$ cat config.mk
export PLATFORM = sky130hd
export DESIGN_NAME = cbus_arbiter_rr
export DESIGN_NICKNAME = d
export VERILOG_FILES = /design/src/rtl/cbus_arbiter_rr.sv
export SDC_FILE = /design/constraint.sdc
export NUM_CORES = 1
export LEC_CHECK = 0
export BUFFER_PORTS_ARGS = -buffer_cell sky130_fd_sc_hd__buf_4
export CAP_MARGIN = 20
export CORE_AREA = 3 3 218 220
export CTS_CLUSTER_SIZE = 14
export DETAILED_ROUTE_END_ITERATION = 16
export DIE_AREA = 0 0 221 223
export MAX_ROUTING_LAYER = met4
export PLACE_DENSITY_LB_ADDON = 0.08
export SYNTH_ARGS = -nofsm -noshare
export SYNTH_HDL_FRONTEND = slang
export SYNTH_SLANG_ARGS = --single-unit
export TNS_END_PERCENT = 1
$ cat constraint.sdc
create_clock -name clk -period 1.4 [get_ports clk]
set_input_delay 0.35 -clock clk [delete_from_list [all_inputs] [get_ports clk]]
set_output_delay 0.35 -clock clk [all_outputs]
set_load 0.02 [all_outputs]
$ cat src/rtl/cbus_arbiter_rr.sv
// Round-robin arbiter merging several cache-side cbus masters onto one memory cbus.
// A grant is held for a whole burst (through the last beat), then priority rotates.

package cbus_pkg;
    typedef struct packed {
        logic        valid;
        logic        is_write;
        logic [2:0]  size;
        logic [31:0] addr;
        logic [7:0]  strobe;
        logic [63:0] data;
        logic [7:0]  len;
        logic [1:0]  burst;
    } cbus_req_t;

    typedef struct packed {
        logic        ready;
        logic        last;
        logic [63:0] data;
    } cbus_resp_t;
endpackage

module cbus_arbiter_rr
    import cbus_pkg::*;
#(
    parameter int NUM_INPUTS = 2
) (
    input  logic                        clk,
    input  logic                        reset,
    input  cbus_req_t  [NUM_INPUTS-1:0] ireqs,
    output cbus_resp_t [NUM_INPUTS-1:0] iresps,
    output cbus_req_t                   oreq,
    input  cbus_resp_t                  oresp
);
    localparam int IDX_W = $clog2(NUM_INPUTS);

    typedef enum logic {IDLE, BUSY} state_t;

    state_t           state;
    logic [IDX_W-1:0] sel;
    logic [IDX_W-1:0] last_grant;
    logic [IDX_W-1:0] pick;
    logic             found;

    // First valid master after the previous winner, wrapping modulo NUM_INPUTS.
    always_comb begin
        int c;
        c     = 0;
        pick  = '0;
        found = 1'b0;
        for (int k = 1; k <= NUM_INPUTS; k++) begin
            c = int'(last_grant) + k;
            if (c >= NUM_INPUTS) c = c - NUM_INPUTS;
            if (!found && ireqs[IDX_W'(c)].valid) begin
                found = 1'b1;
                pick  = IDX_W'(c);
            end
        end
    end

    always_ff @(posedge clk) begin
        if (reset) begin
            state      <= IDLE;
            sel        <= '0;
            last_grant <= IDX_W'(NUM_INPUTS - 1);
        end else begin
            case (state)
                IDLE: if (found) begin
                    sel   <= pick;
                    state <= BUSY;
                end
                BUSY: if (oresp.ready && oresp.last) begin
                    state      <= IDLE;
                    last_grant <= sel;
                end
                default: state <= IDLE;
            endcase
        end
    end

    // Pure pass-through while granted; losers never see ready.
    assign oreq = (state == BUSY) ? ireqs[sel] : '0;

    for (genvar i = 0; i < NUM_INPUTS; i++) begin : g_resp
        assign iresps[i] = (state == BUSY && sel == IDX_W'(i)) ? oresp : '0;
    end

endmodule

==> summary by stage <==
Outcome
The run finished, with violations left. The final reports fail on negative setup slack.

Global routing
The number of global-route vias before repair is 5633. The number of antenna violations at the first check in global routing was 3. Summed over all layers, the global routing overflow is 0. The maximum number of pins on one net before global-route repair is 34. The total routing usage reported by global routing is 0.107. The wire length of the first global-routing pass is between 30 and 40 mm.

STA
The share of the clock period used by the worst path after layout is 1.27. Static timing analysis puts the maximum clock frequency at 561 MHz. Setup repair after global routing could not meet its margin everywhere. Between clock sinks in the finished design, the worst skew comes to between 0.0008 and 0.0009 ns. The number of max-slew violations in the final report was 0. The remaining max-slew budget at the tightest pin is 0.863. The time the final worst path needs with I/O delays and setup is 1.78 ns. Setup violations remaining at the end of the flow were counted as roughly 250.

For the pin with the worst max-slew slack, the measured transition is 0.201 ns. The tightest hold margin is a little over 0.3 ns. The total count of hold-check failures in the final report is 0. The final worst slack is -0.384 ns.

Synthesis
Measured against the total synthesized area, the mux share comes to 0.370. Sorting the synthesized cells by how often they occur yields 119 x sky130_fd_sc_hd__mux2i_1, 119 x sky130_fd_sc_hd__nor2b_1, 66 x sky130_fd_sc_hd__and2_1, 66 x sky130_fd_sc_hd__and3_1, 17 x sky130_fd_sc_hd__clkbuf_1. The number of enable flip-flop cells after synthesis is 0. The register bit count reported by yosys is 3.

The leading register cell type out of synthesis is sky130_fd_sc_hd__dfxtp_1. Of the total synthesized cell area, the portion taken by AND, OR, NAND and NOR gates is 0.497. Of the post-synthesis cell area, the dominant cell type holds 0.370. Yosys printed 0 warnings.

The fraction of the mapped netlist area in compound gates came to 0.00621. The number of nets handed over by synthesis was 739. The async set or reset register ratio after synthesis is 0. In this run, distinct cell masters in the synthesized netlist total 19. Of the total synthesized cell area, the portion taken by full adders, half adders and majority gates is 0. The average size of a mapped cell is 7.44 sq um. The share of the Yosys chip area taken by registers is 0.0186. Summing every instance area after synthesis gives approximately 3200 sq um. Synthesis produced 433 cells. The post-synthesis share of cell area spent on xor and xnor gates is 0. The synthesized design spends more area on one cell type than any other, namely sky130_fd_sc_hd__mux2i_1.

Sorting the synthesized cells by area gives the leading types as sky130_fd_sc_hd__mux2i_1 37%, sky130_fd_sc_hd__nor2b_1 23%, sky130_fd_sc_hd__and2_1 13%. After synthesis, the largest family of logic cells by area is simple AND/OR/NAND/NOR gates.

Clock tree
The clock latency on the worst-skew pair is around 0.22 ns. The clock tree root buffer cell is sky130_fd_sc_hd__clkbuf_16. The total clock buffers created by CTS is 3. In this run, post-CTS hold repair placed 0 buffers.

In this run the number of H-tree levels came out at 1. The tree built by TritonCTS fans out to 3 sinks. The TritonCTS clock tree is built. The number of buffers on the longest clock path is 2. The post-CTS clock slew at the launch and capture registers of the worst setup and hold paths is ~0.03 ns.

Routing
The count of nets left with antenna violations once routing finished came out at 0. Across all layers, the routed design uses 5220 vias. The detailed-route vias per instance is ~3.3. After the first detailed-routing iteration, the DRC count stood at approximately 100.

The first detailed-routing pass ran for 4 iterations. Dividing the detail-routed wire length by the instance count gives ~18 microns. The total wirelength of the detailed-routed design is between 20 and 30 mm. After detailed routing, the number of remaining DRC violations is 0.

Setup path
The worst setup path is captured at an output port. The data required time of the critical path is approximately 1.1 ns. STA puts the critical path data arrival time at roughly 1.4 ns. STA classifies the critical path startpoint as a flip-flop.

The worst setup path is of the flip-flop to output port kind. In this run the worst path has a maximum fanout of 13.

Power
The switching power is around 1.2 mW. Internal power comes to between 1.5 and 2 mW. The total power after layout is 3.17 mW. The leakage power figure is roughly 4.4 nW.

The share of total power dissipated in the clock network is 0.142. Across the VDD grid, the largest voltage drop is approximately 0.25 mV. The portion of total power attributed to combinational logic is 0.828. The sequential power share is 0.030.

The switching part of the total power is 0.386. Power spread over the standard cell area amounts to approximately 350 nW/um^2.

Cells and area
Once layout is done, the placed cells without fillers occupy between 9000 and 10000 sq um. The layout cell share with drive strength beyond 1 is 0.668. After the flow finishes, the layout carries non-filler instances totaling 1593. The layout overhead on the synthesized area is 180%. For this run, the post-layout net count is 1298.

Floorplanning
The horizontal die dimension is 221 microns. The initialized floorplan defines 78 standard-cell rows. The full die area is around 49000 sq um. The core region is 45500 sq um.

The starting density of the core is 0.0708. The vertical extent of the die is 223 microns. The top-level port count is 557.

Placement
The placed instances occupy a cell area of approximately 8300 sq um. The total placed cells including tap cells is between 1500 and 2000. The last weighted congestion value of the routability-driven placer is approximately 0.8.

The detailed placer's ending HPWL is 24.4 mm. The quantity of I/O buffers inserted on ports is between 500 and 600.

Job
Across the run, the number of max-cap violations was 0.

Hold path
The path category of the worst min-delay check is primary input to flip-flop.
==> cell type report <==
cell class / count / area [sq um]
Inverter: 1 / 3.75
Tap cell: 600 / 751
Multi-Input combinational cell: 380 / 2990
Sequential cell: 3 / 67.6
Clock buffer: 4 / 78.8
Fill cell: 5184 / 36500
Antenna cell: 2 / 5.00
Timing Repair Buffer: 603 / 5120
==> through the flow <==
stage / util / setup slack [ns] / TNS [ns]
global placement: 0.183 / -0.228 / -22.48
floorplan: - / -0.0990 / -12.28
detailed placement: 0.183 / -0.248 / -22.84
finish: 0.198 / -0.384 / -72.43
global route: 0.198 / -0.442 / -88.17
CTS: 0.195 / -0.411 / -81.21
==> registers in the layout, summed over array words and instances, names as in the netlist <==
| name | cells |
|---|---|
| last_grant | 1 |
| sel | 1 |
| state | 1 |
==> logic make-up after synthesis <==
family | count (synthesis)
buffers and inverters | 50
AND/OR/NAND/NOR | 257
flip-flops | 3
AO/OA/AOI/OAI | 4
multiplexers | 119
==> per-layer routing <==
layer | GRT usage | wire length [microns]
met1 | 0.100 | 9310
met5 | - | 0
met3 | 0.0311 | 2300
met4 | 0.0116 | 124
met2 | 0.218 | 16300
==> worst paths after layout <==
kind                            startpoint          to  slack (ns)  cells past startpoint
worst max-delay path                   sel    oreq[39]       -0.38                      5
worst min-delay path                 reset       state        0.31                      2
worst max register to register       state         sel        0.17                      4
worst min register to register  last_grant  last_grant        0.52                      2
==> power groups by stage <==
stage | Clock (mW) | Sequential [mW] | Combinational, mW
final | 0.450 | 0.0956 | 2.63
after global routing | 0.464 | 0.0967 | 2.82
after CTS | 0.457 | 0.0961 | 2.66
after detailed placement | 0 | 0.0969 | 2.45
after global placement | 0 | 0.0967 | 2.48
after floorplan | 0 | 0.0925 | 0.968
==> what timing repair did <==
action / 4_1_cts / 5_1_grt
setup buffers: 3 / 0
pin swaps: 24 / 15
resized for setup: 94 / 33
cloned: 3 / 1
hold endpoints to repair: 0 / 0
endpoints found under the setup margin: 251 / 251
==> critical path, cell delays in order (launching register included) <==
cell and delay [ns]:
sky130_fd_sc_hd__dfxtp_4 0.36, sky130_fd_sc_hd__buf_12 0.17, sky130_fd_sc_hd__buf_12 0.18, sky130_fd_sc_hd__mux2i_4 0.25, sky130_fd_sc_hd__nor2b_1 0.07, sky130_fd_sc_hd__buf_4 0.16
==> placed cells by master (no fill, tap or decap), drive strengths merged <==
cell type	instances
mux2i	119
or3	1
a21oi	2
nor2b	120
and2	66
dfxtp	3
o21ai	2
nor2	2
nor3	1
and3	66
diode	2
inv	1
nand3	1
clkbuf	5
buf	602
Note: power is estimated with default switching activity, not from simulation.
